`config.mk`:
```
export PLATFORM = sky130hd
export DESIGN_NAME = tm1638_button_filter
export DESIGN_NICKNAME = d
export VERILOG_FILES = /design/src/rtl/tm1638_pkg.sv /design/src/rtl/tm1638_button_cell.sv /design/src/rtl/tm1638_button_filter.sv
export SDC_FILE = /design/constraint.sdc
export NUM_CORES = 1
export LEC_CHECK = 0
export ABC_AREA = 0
export CAP_MARGIN = 20
export CORE_ASPECT_RATIO = 0.8
export CORE_UTILIZATION = 35
export DETAILED_ROUTE_END_ITERATION = 10
export PLACE_DENSITY = 0.48
export SKIP_CTS_REPAIR_TIMING = 1
export SLEW_MARGIN = 20
export SYNTH_ARGS = -nofsm -noshare
export SYNTH_HDL_FRONTEND = slang
export SYNTH_SLANG_ARGS = --single-unit
```
`constraint.sdc`:
```
create_clock -name CLK -period 4 [get_ports CLK]
set_clock_uncertainty 0.2 [all_clocks]
set_input_delay 0.4 -clock CLK [delete_from_list [all_inputs] [get_ports CLK]]
set_output_delay 0.4 -clock CLK [all_outputs]
set_load 0.02 [all_outputs]
```
`src/rtl/tm1638_pkg.sv`:
```
// Shared tm1638 constants: button count, default tick timing and the button-cell state type.
package tm1638_pkg;

    localparam int unsigned NUM_BUTTONS                 = 8;
    localparam int unsigned TICK_DIV_DEFAULT            = 1200;
    localparam int unsigned DEBOUNCE_TICKS_DEFAULT      = 100;
    localparam int unsigned REPEAT_DELAY_TICKS_DEFAULT  = 4000;
    localparam int unsigned REPEAT_PERIOD_TICKS_DEFAULT = 1000;

    typedef enum logic {
        BTN_STABLE   = 1'b0,
        BTN_CHANGING = 1'b1
    } btn_state_t;

    // Bits needed to hold 0..max_val, never less than one.
    function automatic int unsigned cnt_width(input int unsigned max_val);
        return (max_val < 1) ? 1 : $clog2(max_val + 1);
    endfunction

endpackage

```
`src/rtl/tm1638_button_cell.sv`:
```
// One button: synchronizer, debounce FSM and auto-repeat timer.
module tm1638_button_cell
    import tm1638_pkg::*;
#(
    parameter int unsigned DEBOUNCE_TICKS      = DEBOUNCE_TICKS_DEFAULT,
    parameter int unsigned REPEAT_DELAY_TICKS  = REPEAT_DELAY_TICKS_DEFAULT,
    parameter int unsigned REPEAT_PERIOD_TICKS = REPEAT_PERIOD_TICKS_DEFAULT
) (
    input  logic CLK,
    input  logic RST_IN,
    input  logic tick,
    input  logic button_raw,
    output logic level,
    output logic press_c,
    output logic press_pulse,
    output logic release_pulse,
    output logic repeat_pulse
);

    localparam int unsigned DEB_W   = cnt_width(DEBOUNCE_TICKS);
    localparam int unsigned REP_MAX = (REPEAT_DELAY_TICKS > REPEAT_PERIOD_TICKS) ?
                                      REPEAT_DELAY_TICKS : REPEAT_PERIOD_TICKS;
    localparam int unsigned REP_W   = cnt_width(REP_MAX);

    logic             sync_meta;
    logic             sync_bit;
    btn_state_t       state;
    logic [DEB_W-1:0] deb_cnt;
    logic [REP_W-1:0] rep_cnt;
    logic             rep_armed;

    logic [DEB_W-1:0] deb_next_c;
    logic [REP_W-1:0] rep_next_c;
    logic [REP_W-1:0] rep_term_c;
    logic             flip_c;

    // Flip happens on the tick that completes the debounce interval of an unbroken difference.
    always_comb begin
        deb_next_c = deb_cnt + DEB_W'(1);
        rep_next_c = rep_cnt + REP_W'(1);
        rep_term_c = rep_armed ? REP_W'(REPEAT_PERIOD_TICKS) : REP_W'(REPEAT_DELAY_TICKS);
        flip_c     = (state == BTN_CHANGING) && (sync_bit != level) && tick &&
                     (deb_next_c == DEB_W'(DEBOUNCE_TICKS));
        press_c    = flip_c && !level;
    end

    always_ff @(posedge CLK) begin
        if (RST_IN) begin
            sync_meta     <= 1'b0;
            sync_bit      <= 1'b0;
            state         <= BTN_STABLE;
            deb_cnt       <= '0;
            rep_cnt       <= '0;
            rep_armed     <= 1'b0;
            level         <= 1'b0;
            press_pulse   <= 1'b0;
            release_pulse <= 1'b0;
            repeat_pulse  <= 1'b0;
        end else begin
            sync_meta     <= button_raw;
            sync_bit      <= sync_meta;
            press_pulse   <= 1'b0;
            release_pulse <= 1'b0;
            repeat_pulse  <= 1'b0;

            case (state)
                BTN_STABLE: begin
                    deb_cnt <= '0;
                    if (sync_bit != level) state <= BTN_CHANGING;
                end
                BTN_CHANGING: begin
                    if (sync_bit == level) begin
                        state   <= BTN_STABLE;
                        deb_cnt <= '0;
                    end else if (flip_c) begin
                        state         <= BTN_STABLE;
                        deb_cnt       <= '0;
                        level         <= ~level;
                        press_pulse   <= ~level;
                        release_pulse <= level;
                        repeat_pulse  <= ~level;
                    end else if (tick) begin
                        deb_cnt <= deb_next_c;
                    end
                end
                default: state <= BTN_STABLE;
            endcase

            // Repeat timer restarts on any flip; a repeat landing on the release tick is dropped.
            if (flip_c) begin
                rep_cnt   <= '0;
                rep_armed <= 1'b0;
            end else if (level && tick) begin
                if (rep_next_c == rep_term_c) begin
                    repeat_pulse <= 1'b1;
                    rep_cnt      <= '0;
                    rep_armed    <= 1'b1;
                end else begin
                    rep_cnt <= rep_next_c;
                end
            end
        end
    end

endmodule

```
`src/rtl/tm1638_button_filter.sv`:
```
// Debounce and auto-repeat for the eight tm1638 key-scan bits, sharing one tick prescaler.
module tm1638_button_filter
    import tm1638_pkg::*;
#(
    parameter int unsigned TICK_DIV            = TICK_DIV_DEFAULT,
    parameter int unsigned DEBOUNCE_TICKS      = DEBOUNCE_TICKS_DEFAULT,
    parameter int unsigned REPEAT_DELAY_TICKS  = REPEAT_DELAY_TICKS_DEFAULT,
    parameter int unsigned REPEAT_PERIOD_TICKS = REPEAT_PERIOD_TICKS_DEFAULT
) (
    input  logic                   CLK,
    input  logic                   RST_IN,
    input  logic [NUM_BUTTONS-1:0] BUTTONS_IN,
    output logic [NUM_BUTTONS-1:0] BUTTONS_OUT,
    output logic [NUM_BUTTONS-1:0] PRESS,
    output logic [NUM_BUTTONS-1:0] RELEASE,
    output logic [NUM_BUTTONS-1:0] REPEAT,
    output logic                   ANY_PRESS
);

    localparam int unsigned PRE_W = cnt_width(TICK_DIV - 1);

    logic [PRE_W-1:0]       pre_cnt;
    logic                   tick;
    logic [NUM_BUTTONS-1:0] press_vec_c;

    // Tick is high for the one cycle in which the prescaler sits at 0 after wrapping.
    always_ff @(posedge CLK) begin
        if (RST_IN) begin
            pre_cnt <= '0;
            tick    <= 1'b0;
        end else begin
            tick    <= (pre_cnt == PRE_W'(TICK_DIV - 1));
            pre_cnt <= (pre_cnt == PRE_W'(TICK_DIV - 1)) ? '0 : pre_cnt + PRE_W'(1);
        end
    end

    always_ff @(posedge CLK) begin
        if (RST_IN) ANY_PRESS <= 1'b0;
        else        ANY_PRESS <= |press_vec_c;
    end

    for (genvar i = 0; i < NUM_BUTTONS; i++) begin : g_cell
        tm1638_button_cell #(
            .DEBOUNCE_TICKS      (DEBOUNCE_TICKS),
            .REPEAT_DELAY_TICKS  (REPEAT_DELAY_TICKS),
            .REPEAT_PERIOD_TICKS (REPEAT_PERIOD_TICKS)
        ) u_cell (
            .CLK           (CLK),
            .RST_IN        (RST_IN),
            .tick          (tick),
            .button_raw    (BUTTONS_IN[i]),
            .level         (BUTTONS_OUT[i]),
            .press_c       (press_vec_c[i]),
            .press_pulse   (PRESS[i]),
            .release_pulse (RELEASE[i]),
            .repeat_pulse  (REPEAT[i])
        );
    end

endmodule
```
==> results of run 1 <==
metal layers:
metal | share of wire | routed length, um | vias to the layer above
met5 | 0 | 0 | -
met2 | 0.41 | 11690 | 149
li1 | - | - | 5557
met3 | 0.034 | 977 | 33
met4 | 0.017 | 500 | 0
met1 | 0.54 | 15430 | 4977
flip-flops by register name, summed over array words and instances (netlist names):
register and cells:
g_cell.u_cell.release_pulse 8, g_cell.u_cell.press_pulse 8, g_cell.u_cell.repeat_pulse 8, pre_cnt 11, g_cell.u_cell.deb_cnt 56, tick 1, g_cell.u_cell.sync_meta 8, ANY_PRESS 1
g_cell.u_cell.sync_bit 8, g_cell.u_cell.state 8, g_cell.u_cell.rep_cnt 96, g_cell.u_cell.level 8, g_cell.u_cell.rep_armed 8
layout by cell type (no fill, tap or decap), types with 32 or more instances in the layout:
cell	count
a21oi_1	102
dfxtp_1	228
ha_1	33
clkdlybuf4s50_1	41
xor2_1	55
nor3_1	76
nand2_1	138
nand2b_1	32
nor2_1	127
xnor2_1	58
nand3_1	148
nand4_1	42
o21ai_0	32
cells by family after synthesis:
| group | Yosys count |
|---|---|
| buf+inv | 154 |
| compound gates | 284 |
| xor+xnor | 113 |
| flops | 229 |
| mux | 10 |
| fa+ha+maj | 33 |
| simple gates | 753 |
where the power goes:
part	switching, mW	total, mW	internal [mW]
registers	0.0162	2.32	2.30
clock network	1.01	2.73	1.72
logic	0.0596	0.0924	0.0329
critical path: cells and delay by family, from the launching register on:
family | cells | cell delay (ns)
compound gates | 3 | 0.53
fa+ha+maj | 1 | 0.26
buf+inv | 1 | 0.25
flops | 1 | 0.42
simple gates | 4 | 1.28
final cells by class:
type                    instances  area, sq um
fillers                      3605        21020
inverters                      18        67.56
repair buffers                 56        535.5
well taps                     472        590.6
flip-flops and latches        229         4586
multi-input cells            1193         7305
clock buffers                  41        850.8
clock inverters                 9        153.9
metrics by stage:
stage	hold slack [ns]	worst slack (ns)	area (sq um)
after floorplan	0.2138	1.373	12610
after global placement	0.2163	1.038	13070
after detailed placement	0.2261	0.9428	13080
after CTS	0.1772	0.9222	14080
after global routing	0.1849	0.7948	14090
final	0.2026	1.003	14090
final timing paths:
check | endpoint | slack, ns | from
worst min-delay path | g_cell[7].u_cell.level | 0.20 | RST_IN
worst max register to register | g_cell[0].u_cell.repeat_pulse | 1.00 | g_cell[0].u_cell.rep_cnt[0]
worst max-delay path | g_cell[0].u_cell.repeat_pulse | 1.00 | g_cell[0].u_cell.rep_cnt[0]
worst min register to register | g_cell[5].u_cell.sync_bit | 0.24 | g_cell[5].u_cell.sync_meta
==> flow_metrics.py, run 1 <==
metrics = {
    "run_status": {
        "status": "completed",
    },
    "drt": {
        "wirelength_um": 28590,
        "vias": 10720,
        "first_pass_iters": 5,
        "antenna_left": 0,
        "vias_per_cell": 5.310,
        "wl_per_cell_um": 14.17,
        "drc": 0,
        "dr.first_iter.drc_count": 601,
    },
    "floorplan": {
        "io_pins": 43,
        "fp.dieH_um": 171.8,
        "start_util": 0.3593,
        "die_area_sq_mm": 0.03681,
        "die_x_um": 214.3,
        "core_area_sq_mm": 0.03511,
        "placementRows": 61,
    },
    "critical_path": {
        "cp-end-kind": "flop",
        "crit_chain": "ha_1 -> and4_1 -> nand2_1 -> or4b_2 -> o22ai_1 -> o211ai_1 -> buf_4 -> nor2_1 -> a21o_1",
        "crit_slowest_cell": "or4b_2",
        "cp_data_arrival_time_ns": 3.29,
        "critPathMaxFanout": 9,
        "critPathMaxStageDelay_ns": 0.67,
        "reg2regPathDepth": 9,
        "worstSetupPathType": "flop to flop",
        "required_ns": 4.29,
        "worstSetupStartpointType": "flop",
    },
    "logic_synthesis": {
        "synth-seq-cells": 229,
        "synth.cell_area_sq_mm": 0.01261,
        "synth_top_family_by_area": "simple AND/OR/NAND/NOR gates",
        "synth_mux_area_frac": 0.008034,
        "synth_nets": 1619,
        "synth_top_area_cell": "dfxtp_1",
        "synth-async-reset-ratio": 0,
        "synth-edff-count": 0,
        "synth_xor_area_frac": 0.07846,
        "synth_cell_types": 77,
        "synthAdderAreaFrac": 0.03273,
        "synthFlopType": "dfxtp_1",
        "synth_area_leaders": "dfxtp_1 (36%), nand3_1 (5.9%), nand2_1 (4.1%), a21oi_1 (4.0%), xnor2_1 (4.0%)",
        "syn_avg_cell_area_sq_um": 8.004,
        "synthDominantCellAreaShare": 0.3634,
        "synth_common_cells": "dfxtp_1 (229), nand3_1 (148), nand2_1 (138)",
        "synth-simple-area-share": 0.3107,
        "yosysSeqAreaShare": 0.3634,
        "synth.most_common_cell": "dfxtp_1",
        "ys.warnings.count": 0,
        "synth-compound-area-share": 0.1487,
        "syn_inst": 1576,
    },
    "grt": {
        "overflow": 0,
        "grt_use_total": 0.1555,
        "gr-usage-met2": 0.2345,
        "gr-max-usage-layer": "met2",
        "grt_max_degree": 62,
        "antenna_found_initial": 0,
        "grtUsageMet1": 0.2295,
        "grt_pass1_wl_um": 48730,
        "first_global_vias": 9735,
        "use_met3": 0.02476,
    },
    "clock_network": {
        "cts_root_buf": "clkbuf_16",
        "clk_path_buf_depth": 3,
        "h-tree-depth": 1,
        "cts_tree": "yes",
        "clock_latency_ns": 0.55,
        "cts_buffers": 28,
        "clkSlewWorstSetupHoldPaths_ns": 0.06,
        "clock_sinks": 229,
    },
    "timing": {
        "period_share": 0.7492,
        "slew_violations": 0,
        "final_hold_viol_count": 0,
        "fmax_mhz": 333.7,
        "finalSetupViolations": 0,
        "fin_tns_setup_ns": 0,
        "finalCriticalPeriod_ns": 2.997,
        "worstMarginPinSlew_ns": 0.8364,
        "maxSlewHeadroom": 0.4404,
        "rsz0062_at_grt": "no",
    },
    "power": {
        "finalPower_mw": 5.140,
        "powerDensity_mw_per_mm2": 364.9,
        "power_leakage_nw": 4.744,
        "ir_drop_v": 0.0002478,
    },
    "finish": {
        "diodes": 0,
        "final_cells": 2018,
        "syn_to_final_growth_pct": 11.68,
        "final_core_util": 0.4013,
        "nNetsFinal": 1569,
        "layout-drive-gt1-share": 0.05498,
    },
    "placement": {
        "io_buffers": 42,
        "dp_cells": 1967,
        "dp_hpwl_um": 19250,
        "place_congestion": 0.7988,
    },
    "hold_path": {
        "holdPathStages": 2,
        "worstHoldPathType": "primary input to flop",
    },
    "flow_run": {
        "maxCapViolations": 0,
    },
}
Note: power is estimated with default switching activity, not from simulation.
==> run 2: changes to the inputs <==
Clock period 4 ns to 2.8 ns, I/O delays scaled along.
==> flow_metrics.py, run 2 (same netlist as run 1, synthesis figures left out) <==
metrics = {
    "floorplan": {
        "start_util": 0.3593,
        "io_pins": 43,
        "placementRows": 61,
        "die_x_um": 214.3,
        "core_area_sq_mm": 0.03511,
        "die_area_sq_mm": 0.03681,
        "fp.dieH_um": 171.8,
    },
    "finish": {
        "top_regs": "g_cell.u_cell.rep_cnt (96), g_cell.u_cell.deb_cnt (56), pre_cnt (11)",
        "layout-drive-gt1-share": 0.1129,
        "largest_reg_flops": 96,
        "regMostFlops": "g_cell.u_cell.rep_cnt",
        "nNetsFinal": 1660,
        "final_cells": 2111,
        "layout_commonest_cell": "dfxtp_1",
        "syn_to_final_growth_pct": 16.88,
        "diodes": 0,
        "n_fill_cell": 3649,
        "layout_common_cells": "dfxtp_1 (226), nand3_1 (147), nand2_1 (138)",
        "final_core_util": 0.4200,
    },
    "critical_path": {
        "cp-end-kind": "flop",
        "cp.buffers_inverters": 1,
        "cp_data_arrival_time_ns": 2.89,
        "worstSetupPathType": "flop to flop",
        "crit_slowest_cell": "or4_1",
        "required_ns": 3.03,
        "crit_chain": "and4_2 -> nand2_1 -> or4_1 -> a2111oi_2 -> o211ai_2 -> buf_4 -> nand2_1 -> a21oi_1",
        "critPathMaxStageDelay_ns": 0.51,
        "cp_common_cell": "nand2_1",
        "worstReg2RegStart": "g_cell[1].u_cell.rep_cnt[5]",
        "critical_path.top_delay_family": "simple AND/OR/NAND/NOR gates",
        "critPathMaxFanout": 10,
        "worstSetupStartpointType": "flop",
        "cp-startpoint": "g_cell[1].u_cell.rep_cnt[5]",
    },
    "clock_network": {
        "cts_root_buf": "clkbuf_16",
        "clock_latency_ns": 0.55,
        "clkSlewWorstSetupHoldPaths_ns": 0.05,
        "cts_buffers": 28,
        "clk_path_buf_depth": 3,
        "h-tree-depth": 1,
        "clock_sinks": 229,
        "cts_tree": "yes",
    },
    "power": {
        "seqPwrFrac": 0.463,
        "internal-power_mw": 5.630,
        "powerDensity_mw_per_mm2": 484.6,
        "power_leakage_nw": 5.183,
        "combPwrFrac": 0.020,
        "p_switching_mw": 1.516,
        "switching_share": 0.2121,
        "ir_drop_v": 0.0003123,
        "p_clk_frac": 0.517,
    },
    "drt": {
        "vias_per_cell": 5.207,
        "dr.first_iter.drc_count": 604,
        "vias": 10990,
        "wl_per_cell_um": 13.88,
        "first_pass_iters": 5,
        "drc": 0,
        "wirelength_um": 29290,
        "antenna_left": 0,
    },
    "timing": {
        "fmax_mhz": 376.4,
        "final_hold_viol_count": 0,
        "worstMarginPinSlew_ns": 0.7011,
        "rsz0062_at_grt": "yes",
        "finalCriticalPeriod_ns": 2.657,
        "slew_violations": 0,
        "finalSetupViolations": 0,
        "period_share": 0.9488,
        "maxSlewHeadroom": 0.5326,
    },
    "hold_path": {
        "hp-start": "RST_IN",
        "worstHoldPathType": "primary input to flop",
    },
    "placement": {
        "dp_hpwl_um": 20630,
        "place_congestion": 0.7839,
        "dp_cells": 2058,
        "io_buffers": 42,
    },
    "grt": {
        "first_global_vias": 9961,
        "grt_pass1_wl_um": 49590,
        "grt_max_degree": 58,
        "antenna_found_initial": 0,
        "overflow": 0,
        "grt_use_total": 0.1585,
    },
    "flow_run": {
        "maxCapViolations": 0,
    },
    "run_status": {
        "status": "completed",
    },
}
[run 2: layout make-up]
class	instances	area (sq um)	share of cell area
Clock inverter	9	101.3	0.006874
Clock buffer	43	858.3	0.05821
Multi-Input combinational cell	1193	7332	0.4973
Tap cell	472	590.6	0.04005
Inverter	18	67.56	0.004582
Timing Repair Buffer	147	1206	0.08181
Sequential cell	229	4588	0.3112
[run 2: power by group through the flow]
stage	logic, mW	registers, mW	clock network [mW]
4_1_cts	0.147	3.31	3.86
3_5_place_dp	0.148	3.38	0
5_1_grt	0.163	3.31	3.99
3_3_place_gp	0.147	3.38	0
6_report	0.144	3.31	3.69
2_1_floorplan	0.0903	3.37	0
[run 2: path summary, 6_finish.rpt]
path / to / slack [ns] / cells after the start
setup / recovery: g_cell[1].u_cell.rep_cnt[0] / 0.14 / 8
hold / removal: g_cell[7].u_cell.deb_cnt[0] / 0.04 / 2
setup reg to reg: g_cell[1].u_cell.rep_cnt[0] / 0.14 / 8
hold reg to reg: g_cell[1].u_cell.sync_bit / 0.23 / 1
[run 2: per-stage QoR]
step | hold WS, ns | power (mW) | cell area, sq um | TNS (ns) | setup slack [ns]
global route | 0.07179 | 7.468 | 14740 | -0.002514 | -0.001279
detailed placement | 0.2260 | 3.527 | 13740 | 0 | 0.1254
global placement | 0.2188 | 3.526 | 13740 | 0 | 0.1711
finish | 0.04443 | 7.146 | 14740 | 0 | 0.1433
CTS | 0.05154 | 7.313 | 14700 | 0 | 0.09692
floorplan | 0.2082 | 3.464 | 12610 | 0 | 0.1730
[run 2: layer usage]
layer,GRT usage,routed length [um]
met5,0,0
met4,0.03385,481
met2,0.2455,12380
met1,0.2295,15510
met3,0.02546,926
